`src/rtl/dmem_bus_bridge_pkg.sv`:
```
// dmem_bus_bridge_pkg: shared state codes, defaults and helpers for the data-memory bus bridge
package dmem_bus_bridge_pkg;
  typedef enum logic [2:0] {
    BRG_IDLE,
    BRG_WR_BUSY,
    BRG_RD_WAIT_WB,
    BRG_RD_REQ,
    BRG_RD_DONE
  } brg_state_t;
  localparam int BRG_TIMEOUT_DEF = 200;
  localparam logic [31:0] BRG_ABORT_DATA = 32'h0000_0000;
  function automatic logic [31:0] word_addr(input logic [31:0] a);
    return {a[31:2], 2'b00};
  endfunction
endpackage

```
`src/rtl/dmem_bus_bridge_wbuf.sv`:
```
// dmem_wbuf: one-entry access register driving the bus address/data/byte-enables
//  clk, rst (async active-low)
//  ld     capture d_* this cycle (any accepted access)
//  wr     captured access is a store (sets full)
//  drain  store finished or aborted (clears full)
//  full   a store is held and not yet retired
//  q_*    registered address/data/byte-enables
module dmem_wbuf (
  input  logic        clk,
  input  logic        rst,
  input  logic        ld,
  input  logic        wr,
  input  logic        drain,
  input  logic [31:0] d_addr,
  input  logic [31:0] d_data,
  input  logic [3:0]  d_be,
  output logic        full,
  output logic [31:0] q_addr,
  output logic [31:0] q_data,
  output logic [3:0]  q_be
);
  always_ff @(posedge clk or negedge rst) begin
    if (!rst) begin
      full   <= 1'b0;
      q_addr <= '0;
      q_data <= '0;
      q_be   <= '0;
    end else begin
      full   <= ld ? wr : (drain ? 1'b0 : full);
      q_addr <= ld ? d_addr : q_addr;
      q_data <= ld ? d_data : q_data;
      q_be   <= ld ? d_be : q_be;
    end
  end
endmodule

```
`src/rtl/dmem_bus_bridge.sv`:
```
// dmem_bus_bridge: data-side req/ack bus bridge with one-entry posted write buffer
//  clk, rst (async active-low)
//  Zz_addr/Zz_dout/Zz_wr_en/rd_en  access from mem_module; zZ_din load word back
//  stall   combinational pipeline freeze
//  bus_*   registered req/ack bus master; bus_err sticky timeout, err_clr clears it
module dmem_bus_bridge
  import dmem_bus_bridge_pkg::*;
#(
  parameter int TIMEOUT = BRG_TIMEOUT_DEF
) (
  input  logic        clk,
  input  logic        rst,
  input  logic [31:0] Zz_addr,
  input  logic [31:0] Zz_dout,
  input  logic [3:0]  Zz_wr_en,
  input  logic        rd_en,
  output logic [31:0] zZ_din,
  output logic        stall,
  output logic        bus_req,
  output logic        bus_we,
  output logic [31:0] bus_addr,
  output logic [3:0]  bus_be,
  output logic [31:0] bus_wdata,
  input  logic        bus_ack,
  input  logic [31:0] bus_rdata,
  output logic        bus_err,
  input  logic        err_clr
);
  brg_state_t state, nxt;
  logic [7:0] cnt;
  logic store, access, accept, hit_to, done, abort, wr_phase, full;
  assign store    = |Zz_wr_en;
  assign access   = store | rd_en;
  assign wr_phase = state == BRG_WR_BUSY || state == BRG_RD_WAIT_WB;
  // a load must never overtake the buffered store, so anything arriving behind it waits
  assign stall    = state == BRG_RD_REQ || (full && access);
  assign accept   = access && !stall;
  assign hit_to   = cnt == 8'(TIMEOUT - 1);
  assign done     = bus_req && (bus_ack || hit_to);
  assign abort    = bus_req && !bus_ack && hit_to;
  dmem_wbuf u_wbuf (
    .clk    (clk),
    .rst    (rst),
    .ld     (accept),
    .wr     (store),
    .drain  (wr_phase && done),
    .d_addr (word_addr(Zz_addr)),
    .d_data (Zz_dout),
    .d_be   (store ? Zz_wr_en : 4'hf),
    .full   (full),
    .q_addr (bus_addr),
    .q_data (bus_wdata),
    .q_be   (bus_be)
  );
  always_comb begin
    nxt = state;
    case (state)
      BRG_IDLE, BRG_RD_DONE:       nxt = !accept ? BRG_IDLE : store ? BRG_WR_BUSY : BRG_RD_REQ;
      BRG_WR_BUSY, BRG_RD_WAIT_WB: nxt = done ? BRG_IDLE : (rd_en && !store) ? BRG_RD_WAIT_WB : BRG_WR_BUSY;
      BRG_RD_REQ:                  nxt = done ? BRG_RD_DONE : BRG_RD_REQ;
      default:                     nxt = BRG_IDLE;
    endcase
  end
  always_ff @(posedge clk or negedge rst) begin
    if (!rst) begin
      state   <= BRG_IDLE;
      cnt     <= '0;
      bus_req <= 1'b0;
      bus_we  <= 1'b0;
      bus_err <= 1'b0;
      zZ_din  <= '0;
    end else begin
      state   <= nxt;
      cnt     <= (bus_req && !done) ? cnt + 8'd1 : 8'd0;
      // request derives from the next state so it is a clean flop, not a decode
      bus_req <= nxt == BRG_WR_BUSY || nxt == BRG_RD_WAIT_WB || nxt == BRG_RD_REQ;
      bus_we  <= accept ? store : bus_we;
      bus_err <= abort | (bus_err & ~err_clr);
      zZ_din  <= (state == BRG_RD_REQ && done) ? (bus_ack ? bus_rdata : BRG_ABORT_DATA) : zZ_din;
    end
  end
endmodule

```
`config.mk`:
```
export PLATFORM = sky130hd
export DESIGN_NAME = dmem_bus_bridge
export DESIGN_NICKNAME = d
export VERILOG_FILES = /design/src/rtl/dmem_bus_bridge_pkg.sv /design/src/rtl/dmem_bus_bridge_wbuf.sv /design/src/rtl/dmem_bus_bridge.sv
export SDC_FILE = /design/constraint.sdc
export NUM_CORES = 1
export LEC_CHECK = 0
export ABC_AREA = 1
export BUFFER_PORTS_ARGS = -buffer_cell sky130_fd_sc_hd__buf_4
export CORE_MARGIN = 3
export CORE_UTILIZATION = 47
export DETAILED_ROUTE_END_ITERATION = 8
export GPL_ROUTABILITY_DRIVEN = 1
export PLACE_DENSITY = 0.78
export SYNTH_ARGS = -nofsm -noshare
export SYNTH_HDL_FRONTEND = slang
export SYNTH_SLANG_ARGS = --single-unit
```
`constraint.sdc`:
```
create_clock -name clk -period 2.1 [get_ports clk]
set_clock_uncertainty 0.2 [all_clocks]
set_input_delay 0.315 -clock clk [delete_from_list [all_inputs] [get_ports clk]]
set_output_delay 0.315 -clock clk [all_outputs]
set_load 0.05 [all_outputs]
```
==> results.py, run 1 <==
metrics = {
    "setup_path": {
        "required_ps": 1580,
        "timing.rr.end": "zZ_din[4]$_DFFE_PN0P_",
        "reg2reg_from": "cnt[0]$_DFF_PN0_",
        "reg2regPathDepth": 9,
        "arrival_ps": 1480,
        "crit_chain": "dlygate4sd3_1, buf_4, inv_1, nand2_4, nand2_1, nand2_1, buf_4",
        "slowest_stage": "dlygate4sd3_1",
        "reg2reg_slack_ps": 260,
        "critical_path.max_stage_delay_ps": 540,
        "critPathMaxFanout": 3,
        "critPathCaptureType": "output pin",
        "cp-start-kind": "primary input",
        "crit_type": "primary input to output pin",
    },
    "grt": {
        "first_global_vias": 5044,
        "grt_first_pass_wirelength_mm": 25.8,
        "grt_usage_pct": 29.3,
        "grt_overflow": 0,
        "grt_max_degree": 66,
        "antenna_found_initial": 0,
    },
    "cells_and_area": {
        "diodes": 0,
        "fin_util_pct": 83.8,
        "stdcell_count": 966,
        "n_fill_cell": 470,
        "design_area_um2": 7850,
        "area_delta_synth_final_pct": 70.2,
        "layout-drive-gt1-share_pct": 30.7,
        "layout.nets": 930,
    },
    "worst_hold_path": {
        "hold_depth": 6,
        "hold_start": "bus_ack",
        "min_to": "cnt[4]$_DFF_PN0_",
        "hp-class": "primary input to flop",
    },
    "pwr": {
        "power_density_nw_per_um2": 1550,
        "p_total_mw": 12.2,
        "ir_drop_uv": 810,
        "power_leakage_nw": 4.17,
    },
    "placement": {
        "pre_cts_ws_ps": 138,
        "port_buffers": 204,
        "hpwl_mm": 8.50,
        "dp.cells": 832,
        "post_dp_cell_area_um2": 6200,
        "routabilityCongestion": 0.763,
    },
    "detailed_routing": {
        "drc": 0,
        "via_count": 4812,
        "finalWirelength_mm": 15.7,
        "via_per_inst": 4.98,
        "ant_nets": 0,
        "drt-pass1-iter-count": 5,
        "drtIter0Drc": 380,
        "routedWlPerCell_um": 16.3,
    },
    "timing": {
        "timing.final.max_slew_violations": 0,
        "fmax_mhz": 502,
        "setup_slack_ps": 109,
        "timing.final.crit_period_ps": 1990,
        "setup_viol": 0,
        "rsz0062_at_grt": "no",
        "setup_tns_ps": 0,
        "hold-worst-slack_ps": 62.6,
        "finalCritPeriodShare_pct": 94.8,
        "hold_viol": 0,
    },
    "synth": {
        "yosysWarningCount": 0,
        "synthesis.area_um2": 4610,
        "synth_top_area_cell": "dfrtp_1",
        "netlist_instances": 518,
        "synth_cell_type_count": 24,
        "synth-edff-count": 0,
        "synth-async-reset-ratio_pct": 100,
        "yosysSeqAreaShare_pct": 61.3,
        "synth_top_area_share_pct": 61.3,
        "ys_top_cells_by_count": "278 x nand2_1, 113 x dfrtp_1, 20 x nor2_1, 18 x o21ai_1, 17 x inv_1",
        "postSynthAreaPerCell_um2": 8.90,
        "synth.most_common_cell": "nand2_1",
        "ys_dominant_reg_cell": "dfrtp_1",
        "synth_top_cells_by_area": "dfrtp_1 61%, nand2_1 23%, buf_6 2.9%",
        "ys_ff_latch": 113,
    },
    "die": {
        "core-area_um2": 9370,
        "fp-row-count": 35,
        "die_y_um": 105,
        "fp.dieArea_um2": 11000,
        "initial_utilization_pct": 49.2,
        "io_pins": 209,
        "die-width_um": 105,
    },
    "cts": {
        "cts_num_sinks": 113,
        "clk_pin_slew_ps": 60,
        "postCtsSetupRepairBufs": 0,
        "root_buffer": "clkbuf_8",
        "htree_num_levels": 4,
        "clockBufferDepth": 2,
        "cts_tree": "yes",
        "cts_buffers": 17,
        "clk_latency_ps": 490,
    },
    "status": {
        "status": "completed",
    },
    "job": {
        "maxCapViolations": 0,
    },
}
==> worst max path at each step <==
| stage | start | end | slack, ps | cells after the start |
|---|---|---|---|---|
| 3_3_place_gp | Zz_wr_en[0] | u_wbuf.q_data[31]$_DFFE_PN0N_ | 200 | 8 |
| 3_5_place_dp | Zz_wr_en[0] | u_wbuf.q_data[18]$_DFFE_PN0N_ | 140 | 8 |
| 5_1_grt | state[2]$_DFF_PN0_ | stall | 50 | 4 |
| 2_1_floorplan | cnt[0]$_DFF_PN0_ | zZ_din[15]$_DFFE_PN0P_ | 430 | 10 |
| 4_1_cts | rd_en | stall | 90 | 7 |
| 6_report | rd_en | stall | 110 | 7 |
==> registers in the layout, indices dropped and copies added (netlist names) <==
name / cells
bus_req: 1
u_wbuf.q_data: 32
state: 3
u_wbuf.q_addr: 30
cnt: 8
u_wbuf.q_be: 4
bus_we: 1
zZ_din: 32
bus_err: 1
u_wbuf.full: 1
==> layout by cell type, fill, tap and decap left out <==
| cell type | netlist | routed |
|---|---|---|
| inv_1 | 17 | 17 |
| buf_12 | 0 | 4 |
| o21ai_0 | 15 | 15 |
| nand2_4 | 1 | 1 |
| dlygate4sd3_1 | 0 | 102 |
| nand4_1 | 2 | 2 |
| ha_1 | 1 | 1 |
| clkinv_4 | 0 | 2 |
| nand2_1 | 278 | 278 |
| nor3_1 | 1 | 1 |
| or2_1 | 1 | 1 |
| and2_1 | 1 | 1 |
| o21ai_2 | 10 | 10 |
| nand3_2 | 1 | 1 |
| o21ai_1 | 18 | 18 |
| clkinvlp_4 | 0 | 5 |
| buf_4 | 3 | 207 |
| clkinv_2 | 0 | 2 |
| conb_1 | 1 | 2 |
| o22ai_1 | 1 | 1 |
| inv_6 | 0 | 1 |
| a21oi_1 | 4 | 4 |
| nand3_1 | 4 | 4 |
| clkbuf_8 | 0 | 3 |
| clkbuf_16 | 0 | 16 |
| dfrtp_1 | 113 | 113 |
| nand3_4 | 1 | 1 |
| bufinv_16 | 0 | 4 |
| nor2_1 | 20 | 20 |
==> worst max-delay path, delay by kind of cell <==
family | cells | cell delay, ps
and+or+nand+nor | 3 | 180
buffers and inverters | 4 | 960
==> where the power goes <==
part | switching (mW) | leakage [nW] | total [mW] | internal, mW
combinational | 4.11 | 2.43 | 5.76 | 1.65
clock | 1.00 | 0.292 | 2.99 | 1.99
sequential | 0.494 | 1.46 | 3.43 | 2.94
==> cells by family after synthesis <==
family	after synthesis	share of synthesized area [%]
flip-flops	113	61.3
buffers and inverters	45	6.10
AO/OA/AOI/OAI	48	6.05
other	1	0.0813
adder cells (fa/ha/maj)	1	0.271
AND/OR/NAND/NOR	310	26.2
==> area by class of cell <==
class	instances	area [um2]	share of cell area, %
multi-input cells	361	1510	19.2
clock inverters	13	185	2.36
clock buffers	19	442	5.63
well taps	129	161	2.06
inverters	18	72.6	0.924
flip-flops and latches	113	2830	36.0
repair buffers	313	2660	33.8
==> routing by layer <==
metal,GRT usage [%],part of all wire (%)
met5,0,0
met4,12.2,2.6
met3,8.59,8.5
met2,51.5,51
met1,33.3,38
==> what timing repair did <==
| action | 4_1_cts | 5_1_grt |
|---|---|---|
| hold endpoints to repair | 213 | 0 |
| setup endpoints to repair | 0 | 1 |
| resized for setup | 0 | 1 |
| hold buffers | 102 | 0 |
(Power assumes the default switching activity.)
==> inputs of run 2 (changes only) <==
Settings changed: CORE_MARGIN 3 to default, CORE_UTILIZATION 47 to 48, SYNTH_HIERARCHICAL from default to 1.
==> run 2 against run 1 <==
Net effect: combinational power is 9.5% higher; via count down 2.7%; sequential share of layout area fell by 0.42 points; flip-flop and latch count grew 2; hold slack better by 66 ps; register-to-register slack worse by 80 ps; critical endpoint unchanged; global-route usage is 1.5 points lower; cell count grew 1.9%; die area is 3.1% lower; sequential power increased by 4%; power grew 1.9%; synthesized cell count up 2.1%.
==> results.py, run 2 <==
metrics = {
    "status": {
        "status": "completed",
    },
    "synth": {
        "synth_top_area_share_pct": 58.3,
        "synthesis.area_um2": 4940,
        "ys_dominant_reg_cell": "dfrtp_1",
        "ys_top_cells_by_count": "135 x nand2_1, 115 x dfrtp_1, 83 x inv_1, 65 x o21ai_0, 30 x o21ai_2",
        "postSynthAreaPerCell_um2": 9.33,
        "synth.most_common_cell": "nand2_1",
        "netlist_instances": 529,
        "synth_cell_type_count": 27,
        "yosysWarningCount": 6,
        "ys_ff_latch": 115,
        "yosysSeqAreaShare_pct": 58.3,
        "synth-edff-count": 0,
        "synth_top_area_cell": "dfrtp_1",
        "synth_top_cells_by_area": "dfrtp_1 58%, nand2_1 10%, o21ai_0 6.6%",
        "synth-async-reset-ratio_pct": 100,
    },
    "detailed_routing": {
        "drtIter0Drc": 197,
        "wl_met2_mm": 7.60,
        "m1WireLength_mm": 5.67,
        "finalWirelength_mm": 14.8,
        "drc": 0,
        "wl_met3_mm": 1.17,
        "top_layer": "met4",
        "ant_nets": 0,
        "routedWlPerCell_um": 15.0,
        "drt-pass1-iter-count": 5,
        "via_count": 4684,
        "via_per_inst": 4.76,
    },
    "grt": {
        "antenna_found_initial": 0,
        "grt_usage_pct": 27.9,
        "grt_max_degree": 116,
        "grt_overflow": 0,
        "first_global_vias": 4588,
        "grt_first_pass_wirelength_mm": 22.0,
    },
    "setup_path": {
        "reg2reg_slack_ps": 180,
        "cp-start-kind": "primary input",
        "required_ps": 1580,
        "arrival_ps": 1410,
        "critPathCaptureType": "output pin",
        "critPathMaxFanout": 3,
        "crit_type": "primary input to output pin",
    },
    "cells_and_area": {
        "final_cell_mix": "210 x buf_4, 135 x nand2_1, 115 x dfrtp_1, 103 x dlygate4sd3_1, 82 x inv_1",
        "stdcell_count": 984,
        "layout-drive-gt1-share_pct": 35.5,
        "top_regs": "u_wbuf/q_addr x32, u_wbuf/q_data x32, zZ_din x32",
        "diodes": 0,
        "area_delta_synth_final_pct": 63.8,
        "layout.nets": 945,
        "layout_commonest_cell": "buf_4",
        "fin_util_pct": 82.0,
        "n_fill_cell": 498,
    },
    "die": {
        "initial_utilization_pct": 50.0,
        "core-area_um2": 9860,
        "die-width_um": 103,
        "fp-row-count": 36,
        "die_y_um": 103,
        "fp.dieArea_um2": 10700,
        "io_pins": 209,
    },
    "cts": {
        "clk_latency_ps": 500,
        "root_buffer": "clkbuf_8",
        "clockBufferDepth": 2,
        "clk_pin_slew_ps": 50,
        "cts_tree": "yes",
        "cts_resized": 0,
        "cts_num_sinks": 115,
        "htree_num_levels": 4,
        "cts_buffers": 17,
    },
    "pwr": {
        "ir_drop_uv": 1150,
        "p_total_mw": 12.4,
        "power_leakage_nw": 4.19,
        "power_density_nw_per_um2": 1540,
    },
    "placement": {
        "hpwl_mm": 7.81,
        "port_buffers": 206,
        "dp.cells": 850,
        "routabilityCongestion": 0.812,
    },
    "timing": {
        "worstMarginPinSlew_ps": 605,
        "fmax_mhz": 519,
        "finalCritPeriodShare_pct": 91.7,
        "setup_tns_ps": 0,
        "timing.final.crit_period_ps": 1920,
        "relSlewSlack_pct": 59.7,
        "rsz0062_at_grt": "no",
        "setup_viol": 0,
        "timing.final.max_slew_violations": 0,
        "hold_viol": 0,
    },
    "worst_hold_path": {
        "hp-class": "primary input to flop",
    },
    "job": {
        "maxCapViolations": 0,
    },
}
run 2: cell types whose count changed in the layout (fill, tap and decap cells not counted), sizes merged, moves of 2 or more:
cell      before  now
a21oi          4    2
buf          211  214
bufinv         4    0
clkbuf        19   26
clkinv         4    6
clkinvlp       5    0
dfrtp        113  115
inv           18   85
nand2        279  156
nor2          20   14
nor3           1    3
nor3b          0    2
o21ai         43  104
or2            1    5
run 2: kinds of logic after synthesis:
family / synth area share [%]
AO/OA/AOI/OAI: 13.2
XOR/XNOR: 0.177
adder cells (fa/ha/maj): 0.253
buffers and inverters: 11.4
flip-flops: 58.3
other: 0.0760
AND/OR/NAND/NOR: 16.6
run 2: cell type report:
class,count,area (um2),share of cell area [%]
sequential,115,2880,35.6
tap,133,166,2.06
clock buffer,26,498,6.16
inverter,86,324,4.01
clock inverter,5,25.0,0.310
timing repair buffer,317,2690,33.2
multi-input combinational,302,1510,18.6
run 2: critical path: stages:
cell and delay, ps:
dlygate4sd3_1 540, buf_4 140, inv_1 40, nand2_1 70, nand2_1 70, nand2_1 40
buf_4 190
run 2: routing by layer:
layer,global-route usage [%],vias to the layer above
met5,0,-
met4,12.9,0
met3,8.80,30
met2,48.7,210
met1,31.0,2202
li1,-,2242
run 2: repair_timing:
action	4_1_cts	5_1_grt
setup buffers	0	0
hold buffers	103	0
endpoints found under the hold margin	216	0
run 2: stage by stage:
step / cell area, um2 / setup WS, ps / hold WS [ps]
after CTS: 8080 / 158 / 80.1
after detailed placement: 6530 / 266 / 253
after global placement: 6530 / 314 / 245
after floorplan: 4940 / 366 / -181
after global routing: 8080 / 83.7 / 156
final: 8080 / 175 / 128
run 2: report_power, final:
part | internal [mW] | switching [mW] | leakage, nW
Clock | 1.59 | 0.939 | 0.265
Sequential | 3.06 | 0.520 | 1.47
Combinational | 1.80 | 4.51 | 2.46
run 2: final timing paths:
check	start	to	depth (start not counted)
hold / removal	Zz_wr_en[1]	state[0]$_DFF_PN0_	7
hold reg to reg	cnt[0]$_DFF_PN0_	cnt[0]$_DFF_PN0_	1
setup reg to reg	state[2]$_DFF_PN0_	u_wbuf/q_addr[6]$_DFFE_PN0P_	6
max in group asynchronous	rst	u_wbuf/q_data[24]$_DFFE_PN0P_	3
min in group asynchronous	rst	zZ_din[28]$_DFFE_PN0P_	3
setup / recovery	rd_en	stall	7
